$ cat src/rtl/ahb_resp_mux_pkg.sv
// rtl/ahb_resp_mux_pkg.sv - shared AHB codes, default-slave states and one-hot slave selects
package ahb_resp_mux_pkg;

  localparam int AHB_DATA_BITS = 32;
  localparam int AHB_NUM_SEL   = 8;

  localparam logic [1:0] AHB_TRANS_IDLE   = 2'b00;
  localparam logic [1:0] AHB_TRANS_BUSY   = 2'b01;
  localparam logic [1:0] AHB_TRANS_NONSEQ = 2'b10;
  localparam logic [1:0] AHB_TRANS_SEQ    = 2'b11;

  localparam logic [1:0] AHB_RESP_OKAY  = 2'b00;
  localparam logic [1:0] AHB_RESP_ERROR = 2'b01;
  localparam logic [1:0] AHB_RESP_RETRY = 2'b10;
  localparam logic [1:0] AHB_RESP_SPLIT = 2'b11;

  typedef enum logic [1:0] {
    D_IDLE = 2'd0,
    D_ERR1 = 2'd1,
    D_ERR2 = 2'd2
  } dflt_state_e;

  // Bit order {S7..S1,Default}; bit 0 doubles as the reset/zero-hot fallback
  localparam logic [AHB_NUM_SEL-1:0] AHB_SLAVE_DEFAULT = 8'b0000_0001;
  localparam logic [AHB_NUM_SEL-1:0] AHB_SLAVE_S1      = 8'b0000_0010;
  localparam logic [AHB_NUM_SEL-1:0] AHB_SLAVE_S2      = 8'b0000_0100;
  localparam logic [AHB_NUM_SEL-1:0] AHB_SLAVE_S3      = 8'b0000_1000;
  localparam logic [AHB_NUM_SEL-1:0] AHB_SLAVE_S4      = 8'b0001_0000;
  localparam logic [AHB_NUM_SEL-1:0] AHB_SLAVE_S5      = 8'b0010_0000;
  localparam logic [AHB_NUM_SEL-1:0] AHB_SLAVE_S6      = 8'b0100_0000;
  localparam logic [AHB_NUM_SEL-1:0] AHB_SLAVE_S7      = 8'b1000_0000;

  function automatic logic is_active_trans(input logic [1:0] htrans);
    return (htrans == AHB_TRANS_NONSEQ) || (htrans == AHB_TRANS_SEQ);
  endfunction

endpackage

$ cat src/rtl/ahb_default_slave.sv
// rtl/ahb_default_slave.sv - AHB default slave answering active transfers with a two-cycle ERROR
module ahb_default_slave
  import ahb_resp_mux_pkg::*;
#(
  parameter int                 DATA_W        = AHB_DATA_BITS,
  parameter logic [DATA_W-1:0]  DEFAULT_RDATA = '0
) (
  input  logic              HCLK,
  input  logic              HRESETn,
  input  logic              hready_i,
  input  logic              hsel_i,
  input  logic [1:0]        htrans_i,
  output logic              hready_o,
  output logic [1:0]        hresp_o,
  output logic [DATA_W-1:0] hrdata_o
);

  dflt_state_e state_q, state_d;

  always_ff @(posedge HCLK or negedge HRESETn) begin
    if (!HRESETn) begin
      state_q <= D_IDLE;
    end else begin
      state_q <= state_d;
    end
  end

  // ERR2 samples the next address phase exactly like IDLE, enabling back-to-back errors
  always_comb begin
    state_d = state_q;
    case (state_q)
      D_IDLE, D_ERR2: begin
        if (hready_i) begin
          state_d = (hsel_i && is_active_trans(htrans_i)) ? D_ERR1 : D_IDLE;
        end
      end
      D_ERR1:  state_d = D_ERR2;
      default: state_d = D_IDLE;
    endcase
  end

  // Outputs depend on state only, so the muxed HREADY feedback forms no loop
  always_comb begin
    hready_o = 1'b1;
    hresp_o  = AHB_RESP_OKAY;
    hrdata_o = DEFAULT_RDATA;
    case (state_q)
      D_ERR1: begin
        hready_o = 1'b0;
        hresp_o  = AHB_RESP_ERROR;
      end
      D_ERR2:  hresp_o = AHB_RESP_ERROR;
      default: hresp_o = AHB_RESP_OKAY;
    endcase
  end

endmodule

$ cat src/rtl/ahb_resp_mux.sv
// rtl/ahb_resp_mux.sv - AHB data-phase response mux with registered slave select and default slave
module ahb_resp_mux
  import ahb_resp_mux_pkg::*;
#(
  parameter int                DATA_W        = AHB_DATA_BITS,
  parameter logic [DATA_W-1:0] DEFAULT_RDATA = '0
) (
  input  logic              HCLK,
  input  logic              HRESETn,
  input  logic              HSELDefault,
  input  logic              HSEL_S1,
  input  logic              HSEL_S2,
  input  logic              HSEL_S3,
  input  logic              HSEL_S4,
  input  logic              HSEL_S5,
  input  logic              HSEL_S6,
  input  logic              HSEL_S7,
  input  logic [1:0]        HTRANS,
  input  logic [DATA_W-1:0] HRDATA_S1,
  input  logic [DATA_W-1:0] HRDATA_S2,
  input  logic [DATA_W-1:0] HRDATA_S3,
  input  logic [DATA_W-1:0] HRDATA_S4,
  input  logic [DATA_W-1:0] HRDATA_S5,
  input  logic [DATA_W-1:0] HRDATA_S6,
  input  logic [DATA_W-1:0] HRDATA_S7,
  input  logic              HREADYOUT_S1,
  input  logic              HREADYOUT_S2,
  input  logic              HREADYOUT_S3,
  input  logic              HREADYOUT_S4,
  input  logic              HREADYOUT_S5,
  input  logic              HREADYOUT_S6,
  input  logic              HREADYOUT_S7,
  input  logic [1:0]        HRESP_S1,
  input  logic [1:0]        HRESP_S2,
  input  logic [1:0]        HRESP_S3,
  input  logic [1:0]        HRESP_S4,
  input  logic [1:0]        HRESP_S5,
  input  logic [1:0]        HRESP_S6,
  input  logic [1:0]        HRESP_S7,
  output logic [DATA_W-1:0] HRDATA,
  output logic              HREADY,
  output logic [1:0]        HRESP
);

  logic [AHB_NUM_SEL-1:0] hsel_in;
  logic [AHB_NUM_SEL-1:0] sel_q, sel_d;
  logic                   dflt_hready;
  logic [1:0]             dflt_hresp;
  logic [DATA_W-1:0]      dflt_hrdata;

  assign hsel_in = {HSEL_S7, HSEL_S6, HSEL_S5, HSEL_S4, HSEL_S3, HSEL_S2, HSEL_S1, HSELDefault};

  always_comb begin
    sel_d = sel_q;
    if (HREADY) begin
      sel_d = (hsel_in == '0) ? AHB_SLAVE_DEFAULT : hsel_in;
    end
  end

  always_ff @(posedge HCLK or negedge HRESETn) begin
    if (!HRESETn) begin
      sel_q <= AHB_SLAVE_DEFAULT;
    end else begin
      sel_q <= sel_d;
    end
  end

  ahb_default_slave #(
    .DATA_W        (DATA_W),
    .DEFAULT_RDATA (DEFAULT_RDATA)
  ) u_default_slave (
    .HCLK     (HCLK),
    .HRESETn  (HRESETn),
    .hready_i (HREADY),
    .hsel_i   (HSELDefault),
    .htrans_i (HTRANS),
    .hready_o (dflt_hready),
    .hresp_o  (dflt_hresp),
    .hrdata_o (dflt_hrdata)
  );

  always_comb begin
    HRDATA = dflt_hrdata;
    HREADY = dflt_hready;
    HRESP  = dflt_hresp;
    case (sel_q)
      AHB_SLAVE_S1: begin HRDATA = HRDATA_S1; HREADY = HREADYOUT_S1; HRESP = HRESP_S1; end
      AHB_SLAVE_S2: begin HRDATA = HRDATA_S2; HREADY = HREADYOUT_S2; HRESP = HRESP_S2; end
      AHB_SLAVE_S3: begin HRDATA = HRDATA_S3; HREADY = HREADYOUT_S3; HRESP = HRESP_S3; end
      AHB_SLAVE_S4: begin HRDATA = HRDATA_S4; HREADY = HREADYOUT_S4; HRESP = HRESP_S4; end
      AHB_SLAVE_S5: begin HRDATA = HRDATA_S5; HREADY = HREADYOUT_S5; HRESP = HRESP_S5; end
      AHB_SLAVE_S6: begin HRDATA = HRDATA_S6; HREADY = HREADYOUT_S6; HRESP = HRESP_S6; end
      AHB_SLAVE_S7: begin HRDATA = HRDATA_S7; HREADY = HREADYOUT_S7; HRESP = HRESP_S7; end
      default: begin
        HRDATA = dflt_hrdata;
        HREADY = dflt_hready;
        HRESP  = dflt_hresp;
      end
    endcase
  end

endmodule

$ cat config.mk
export PLATFORM = sky130hd
export DESIGN_NAME = ahb_resp_mux
export DESIGN_NICKNAME = d
export VERILOG_FILES = /design/src/rtl/ahb_resp_mux_pkg.sv /design/src/rtl/ahb_default_slave.sv /design/src/rtl/ahb_resp_mux.sv
export SDC_FILE = /design/constraint.sdc
export NUM_CORES = 1
export LEC_CHECK = 0
export ABC_AREA = 0
export CAP_MARGIN = 20
export CORE_AREA = 5 5 109 111
export DETAILED_ROUTE_END_ITERATION = 7
export DIE_AREA = 0 0 114 116
export GPL_ROUTABILITY_DRIVEN = 1
export MAX_ROUTING_LAYER = met4
export PLACE_DENSITY = 0.67
export SYNTH_ARGS = -nofsm -noshare
export SYNTH_HDL_FRONTEND = slang
export SYNTH_SLANG_ARGS = --single-unit
$ cat constraint.sdc
create_clock -name HCLK -period 3.85 [get_ports HCLK]
set_input_delay 0.9625 -clock HCLK [delete_from_list [all_inputs] [get_ports HCLK]]
set_output_delay 0.9625 -clock HCLK [all_outputs]
set_load 0.03 [all_outputs]
Word-level counts from Yosys, hierarchy flattened:

Cells that the tools add are included.

* div/mod/pow operators: 0
* muxes and demuxes: 9
* bitwise operators: 0
* reduce and logical (&&, ||, !) cells: 6
* shift-type cells: 0
* magnitude comparators: 0
* multiply operators: 0
* eq/ne operators: 12
* add/subtract/negate cells: 0

Operators with widths (number)
* 32-bit one-hot mux with 7 select lines: 1
* 2-bit one-hot mux with 7 select lines: 1
* 8-bit by 2-bit equality test with 1-bit output, second input constant: 1
* 8-bit by 3-bit equality test with 1-bit output, second input constant: 1
* 8-bit by 4-bit equality test with 1-bit output, second input constant: 1
* 8-bit by 5-bit equality test with 1-bit output, second input constant: 1
* 8-bit by 6-bit equality test with 1-bit output, second input constant: 1
* 8-bit by 7-bit equality test with 1-bit output, second input constant: 1
* 8-bit equality test, second input constant: 1
* 8-bit logical NOT: 1
* 8-bit 2-to-1 mux: 1
* 1-bit one-hot mux with 7 select lines: 1
* 2-bit equality test, second input constant: 3
* 2-bit one-hot mux with 2 select lines: 1
* 2-bit OR reduction: 2
* 1-bit 2-to-1 mux: 3
* 2-bit by 1-bit equality test with 1-bit output, second input constant: 1
* 2-bit logical NOT: 1
* 2-bit 2-to-1 mux: 1
* 2-bit != test, second input constant: 1
* 1-bit logical AND: 1
* 1-bit logical OR: 1

* bits of input ports: 257
* flip-flop bits (word level): 10
* memory bits (read-only): 0
* memories: 0
* logic and storage cells: 29
* latch bits: 0
* RAM bits: 0
* output and inout port bits: 35

Depth between registers and ports, before layout:

Gate-level depths: netlist (run 1).

* depth in word-level cells: 6
* mapped depth: 9
* depth with buffers taken out: 6

Cells and area by module:

Synthesis (run 1) repeated with hierarchy kept, for this count alone.

* cell total of the unflattened synthesis: 335
* area total of the unflattened synthesis: 2511.2 um2

By module, submodules not included
* ahb_resp_mux: cells each 285, area an instance 2093.3 um2, sequential area each 201.4 um2, times used 1
* ahb_default_slave: cells each 50, area an instance 417.9 um2, sequential area each 50.0 um2, times used 1

Worst setup path after synthesis (run 1):

No wires, ideal clock.

* path kind: reg2out
* from: register sel_q[5]
* to: output port HRESP[0]
* data required time: 2.888 ns
* arrival: 2.560 ns
* slack: 0.328 ns
* cell stages (with the launch flop): 8
* cell sequence: dfrtp_1 clkbuf_1 or4_1 clkbuf_1 nor3_1 clkbuf_1 a21oi_1 a31oi_1

* longest elaborated chain between the ends: 2
* elaborated cells on any way between the ends: 8
* classes of those cells: 7 x eq/ne; 1 x mux

Ends and longest elaborated chain
* start, declared: line ahb_resp_mux.sv:46 `logic [AHB_NUM_SEL-1:0] sel_q, sel_d;`
* start signal, assigned: line ahb_resp_mux.sv:64 `sel_q <= sel_d;`
* 8-bit equality test, or another cell as far along: line ahb_resp_mux.sv:86 `case (sel_q)`
* 2-bit one-hot mux with 7 select lines *: line ahb_resp_mux.sv:86
* end, declared: line ahb_resp_mux.sv:42 `output logic [1:0] HRESP`

Mark *: on every way between the ends. The rest lies on a longest branch, timed or not.

Worst setup path in the final report (run 1):

* from: input port HREADYOUT_S2
* to: output port HREADY

* longest elaborated chain between the ends: 1

Ends and longest elaborated chain
* start, declared: line ahb_resp_mux.sv:27 `input logic HREADYOUT_S2,`
* 1-bit one-hot mux with 7 select lines: line ahb_resp_mux.sv:86
* end, declared: line ahb_resp_mux.sv:41 `output logic HREADY,`

Every way passes these cells.

==> run metrics, run 1 <==
fill count 1014; Slew HR 56.4%; post-synthesis cell area 2080 um2; Clock Skews 7.97 ps; Reg area 251 um2; Port Buffers 290; max_cap viols 0; area leader, netlist a22oi_1; XOR/XNOR Fraction of Synth Area 1.26%; DIE AREA 13200 um2; Slew Viols, Final 0; CTS tree built; count leader, synth a22oi_1; status completed; Chip Width 114 um; vias per cell 5.24; global route overflow 0; area of the multi-input gates 1710 um2; DP Area 5120 um2; Post-Synthesis Cells 265; clock sinks 10; Critical Path, Cell by Cell clkdlybuf4s50_1, nand3b_1, a2111oi_0, nor4_1, mux2i_1, buf_4; Ys Warns 0; Hold Buf Count CTS 0; VDD IR-drop max 0.247 mV; Row Count 38; final hold violations 0; mux cell area share after synthesis 6.30%; CP max stage delay 630 ps; Worst path slowest cell a2111oi_0; Vias 3599; total power per unit cell area 230 nW/um2; final worst-path cycle share 95.5%; post-route cell area 5190 um2; sequential element share of the synthesized area 12.1%; fin nets 803; Async SR Flop Fraction 100%; Syn-to-layout area delta 149%; post-synth top area share 22.3%; clock root buffer clkbuf_8; routed length per instance 23.4 um; Worst Path Required 2890 ps; H-tree depth 1; synth cell count leaders 62 x a22oi_1, 34 x nand3_1, 27 x clkbuf_1, 22 x a222oi_1, 11 x nand2_1; post-synthesis simple-gate area fraction 22.9%; DRT Wirelength 16.1 mm; crit path max fanout 2; Compound-Gate Fraction of Synth Area 46.1%; first-pass GRT wire length 22.2 mm; adder-cell share of the synthesized area 3.00%; DPL Wire Length 13.2 mm; min Tclk post-route 3680 ps; main combinational cell family by area after synthesis compound AO/OA/AOI/OAI gates; largest net degree at the start of global routing 28; Post-CTS Setup Bufs 0; DRT antenna net count 0; crit start category primary input; Final Setup Violations 0; CP endpoint kind output pin; sum of negative setup slack 0 ps; maximum clock path buffer count 2; DRC Markers 0; Synth Area per Inst 7.87 um2; Lkg Pwr 1.99 nW; ys flop type dfrtp_1; Initial Util 19.5%; Hold Path Class reg2reg; drt first pass iters 6; core area 10700 um2; Iter 0 DRT Violations 392; total CTS buffers 3; clock slew at reported path FFs 40 ps; post-cts sizing count 0; vias in the first global route 3675; RSZ-0062 raised after global routing no; Synth area leaders a22oi_1 22%, dfrtp_1 11%, a222oi_1 11%; synth unique cells 44; Max Fclk 0.272 GHz; Synth Net Count 527; CP Class in2out; initial antenna violation count 7; layout cells sized above 1 14.1%; Post-synth EDFFs 0; Die Y-Extent 116 um; I/O pin cnt 292; GRT Total Usage 22.4%; flops & latches, synth 10; critical path arrival 2720 ps; clk_lat worst skew 240 ps; routability cong. 0.871; Worst-Margin Slew 637 ps
cells in the final DEF (no fill, tap or decap), types with 4 or more instances in the layout:
| cell | Yosys | layout |
|---|---|---|
| a21oi_1 | 5 | 5 |
| a221oi_1 | 8 | 8 |
| a222oi_1 | 22 | 22 |
| a22o_1 | 8 | 8 |
| a22oi_1 | 62 | 62 |
| buf_4 | 0 | 47 |
| clkbuf_8 | 0 | 4 |
| clkdlybuf4s50_1 | 0 | 255 |
| dfrtp_1 | 9 | 9 |
| diode_2 | 0 | 7 |
| ha_1 | 5 | 5 |
| inv_1 | 5 | 5 |
| mux2_4 | 6 | 6 |
| nand2_1 | 11 | 11 |
| nand3_1 | 34 | 34 |
| nand3b_1 | 6 | 6 |
| nor4_4 | 0 | 4 |
where the power goes:
part,total (mW),leakage (nW),switching [mW],internal (mW)
logic,0.811,1.84,0.340,0.471
registers,0.251,0.119,0.105,0.146
clock network,0.133,0.0288,0.0433,0.0901
total,1.19,1.99,0.488,0.707
metrics by stage:
| stage | instances | worst slack (ps) | power (mW) | utilization (%) | hold WS, ps |
|---|---|---|---|---|---|
| after floorplan | 265 | 328 | 0.637 | - | 548 |
| after global placement | 676 | 209 | 1.04 | 47.9 | 569 |
| after detailed placement | 676 | 193 | 1.06 | 47.9 | 577 |
| after CTS | 680 | 187 | 1.19 | 48.4 | 584 |
| after global routing | 687 | 20.6 | 1.27 | 48.5 | 605 |
| final | 687 | 172 | 1.19 | 48.5 | 587 |
state kept, by name (all words and copies together), names as in the netlist:
signal                   count
sel_q                        8
u_default_slave.state_q      2
worst paths after layout:
| check | from | depth (start not counted) | endpoint | slack (ps) |
|---|---|---|---|---|
| setup / recovery | HREADYOUT_S2 | 6 | HREADY | 170 |
| hold reg to reg | u_default_slave.state_q[1] | 2 | u_default_slave.state_q[1] | 590 |
| max in group asynchronous | HRESETn | 1 | sel_q[0] | 2470 |
| setup reg to reg | sel_q[5] | 6 | sel_q[3] | 950 |
| min in group asynchronous | HRESETn | 1 | sel_q[6] | 1040 |
| hold / removal | u_default_slave.state_q[1] | 2 | u_default_slave.state_q[1] | 590 |
logic make-up (layout without fill, tap and decap cells):
kind of cell / count (synthesis) / after routing
AOI/OAI and AO/OA: 117 / 117
and+or+nand+nor: 81 / 81
buffers and inverters: 39 / 314
muxes: 10 / 10
DFF: 10 / 10
adders and majority gates: 5 / 5
xor gates and xnor gates: 3 / 3
other: 0 / 7
cell type report:
type | instances | share of cell area (%)
Clock buffer | 4 | 1.06
Tap cell | 140 | 3.37
Sequential cell | 10 | 4.84
Timing Repair Buffer | 305 | 57.1
Antenna cell | 7 | 0.337
Inverter | 5 | 0.361
Multi-Input combinational cell | 216 | 32.9
layer usage:
metal	track usage (%)	wire length [um]	up-vias
met5	-	0	-
met4	3.88	189	0
met3	8.56	1940	12
met2	34.9	7440	209
met1	28.1	6490	1700
li1	-	-	1678
worst max-delay path: cells and delay by family:
family	cells	cell delay [ps]
buf+inv	2	660
compound gates	1	630
mux	1	240
simple gates	2	220
(Power assumes the default switching activity.)
==> inputs of run 2 (changes only) <==
--- a/config.mk
+++ b/config.mk
@@ -6,13 +6,13 @@
 export NUM_CORES = 1
 export LEC_CHECK = 0
 export ABC_AREA = 0
-export CAP_MARGIN = 20
 export CORE_AREA = 5 5 109 111
 export DETAILED_ROUTE_END_ITERATION = 7
 export DIE_AREA = 0 0 114 116
 export GPL_ROUTABILITY_DRIVEN = 1
 export MAX_ROUTING_LAYER = met4
 export PLACE_DENSITY = 0.67
+export RECOVER_POWER = 25
 export SYNTH_ARGS = -nofsm -noshare
 export SYNTH_HDL_FRONTEND = slang
 export SYNTH_SLANG_ARGS = --single-unit
==> run metrics, run 2 (same netlist as run 1, synthesis figures left out) <==
status completed (unchanged); routability cong. 0.871 (unchanged); Post-CTS Setup Bufs 0 (unchanged); layout cells sized above 1 13.9% (was 14.1%); GRT Total Usage 22.4% (unchanged); crit path max fanout 2 (unchanged); most frequent cells in the layout 254 x clkdlybuf4s50_1, 62 x a22oi_1, 46 x buf_4, 34 x nand3_1, 22 x a222oi_1 (was 255 x clkdlybuf4s50_1, 62 x a22oi_1, 47 x buf_4, 34 x nand3_1, 22 x a222oi_1); total CTS buffers 3 (unchanged); DPL Wire Length 13.2 mm (unchanged); initial antenna violation count 7 (unchanged); crit start category primary input (unchanged); Chip Width 114 um (unchanged); Reg with most FFs sel_q (unchanged); I/O pin cnt 292 (unchanged); Clock Skews 6.02 ps (was 7.97 ps); max reg flops 8 (unchanged); Vias 3576 (was 3599); maximum clock path buffer count 2 (unchanged); Die Y-Extent 116 um (unchanged); largest net degree at the start of global routing 28 (unchanged); final hold violations 0 (unchanged); Slew Viols, Final 0 (unchanged); Row Count 38 (unchanged); total power per unit cell area 229 nW/um2 (was 230 nW/um2); clk_lat worst skew 240 ps (about the same); CP Class in2out (unchanged); vias per cell 5.21 (was 5.24); DRC Markers 0 (unchanged); CTS tree built (unchanged); DRT antenna net count 0 (unchanged); leading cell type in the layout, fill and taps excluded clkdlybuf4s50_1 (unchanged); Worst Path Required 2890 ps (about the same); largest registers sel_q (8), u_default_slave.state_q (2) (unchanged); max_cap viols 0 (unchanged); fin nets 803 (unchanged); Iter 0 DRT Violations 449 (was 392); sum of negative setup slack 0 ps (unchanged); vias in the first global route 3675 (unchanged); post-cts sizing count 0 (unchanged); first-pass GRT wire length 22.2 mm (unchanged); CP endpoint kind output pin (unchanged); core area 10700 um2 (unchanged); Worst-Margin Slew 683 ps (was 637 ps); drt first pass iters 6 (unchanged); Final Setup Violations 0 (unchanged); H-tree depth 1 (unchanged); Slew HR 54.5% (was 56.4%); Port Buffers 290 (unchanged); final worst-path cycle share 94.9% (was 95.5%); routed length per instance 23.3 um (was 23.4 um); total power 1.19 mW (about the same); critical path arrival 2690 ps (was 2720 ps); DRT Wirelength 16.0 mm (was 16.1 mm); clock sinks 10 (unchanged); Syn-to-layout area delta 149% (about the same); Max Fclk 0.274 GHz (was 0.272 GHz); Lkg Pwr 1.98 nW (was 1.99 nW); Initial Util 19.5% (unchanged); RSZ-0062 raised after global routing no (unchanged); clock slew at reported path FFs 40 ps (about the same); min Tclk post-route 3650 ps (was 3680 ps); DIE AREA 13200 um2 (unchanged); clock root buffer clkbuf_8 (unchanged); global route overflow 0 (unchanged); VDD IR-drop max 0.242 mV (was 0.247 mV); Hold Path Class reg2reg (unchanged); Hold Buf Count CTS 0 (unchanged)
## run 2: where the power goes
part	internal (mW)	switching [mW]	total [mW]	leakage (nW)
Sequential	0.146	0.104	0.250	0.119
Combinational	0.467	0.338	0.805	1.84
Clock	0.0900	0.0419	0.132	0.0288
## run 2: cell type report
| cell class | count | area, um2 |
|---|---|---|
| diodes | 7 | 17.5 |
| clock buffers | 4 | 55.1 |
| fillers | 1016 | 5510 |
| inverters | 5 | 18.8 |
| multi-input cells | 216 | 1710 |
| flip-flops and latches | 10 | 251 |
| well taps | 140 | 175 |
| repair buffers | 305 | 2960 |
## run 2: worst paths after layout
| path | start | endpoint | slack (ps) | depth (start not counted) |
|---|---|---|---|---|
| setup / recovery | HREADYOUT_S2 | HREADY | 200 | 6 |
| hold / removal | u_default_slave.state_q[1] | u_default_slave.state_q[1] | 580 | 2 |
| setup reg to reg | sel_q[5] | sel_q[3] | 610 | 6 |
| hold reg to reg | u_default_slave.state_q[1] | u_default_slave.state_q[1] | 580 | 2 |
| max in group asynchronous | HRESETn | sel_q[0] | 2400 | 1 |
| min in group asynchronous | HRESETn | sel_q[6] | 1110 | 1 |
## run 2: per-stage QoR
| step | cell area [um2] | worst slack [ps] | hold slack [ps] | cells | util, % |
|---|---|---|---|---|---|
| finish | 5190 | 196 | 585 | 687 | 48.5 |
| CTS | 5170 | 187 | 584 | 680 | 48.4 |
| global placement | 5120 | 209 | 569 | 676 | 47.9 |
| detailed placement | 5120 | 193 | 577 | 676 | 47.9 |
| global route | 5190 | 47.3 | 605 | 687 | 48.5 |
| floorplan | 2080 | 328 | 548 | 265 | - |
## run 2: routing by layer
metal	vias to the layer above	wire length, um	track usage, %	part of all wire (%)
li1	1675	-	-	-
met1	1660	6470	28.1	40
met2	227	7350	34.9	46
met3	14	1970	8.56	12
met4	0	213	3.88	1.3
met5	-	0	-	0
## run 2: critical path, stage by stage
cell	delay (ps)
clkdlybuf4s50_1	460
nand3b_1	70
a2111oi_0	630
nor4_1	150
mux2i_1	220
buf_4	200
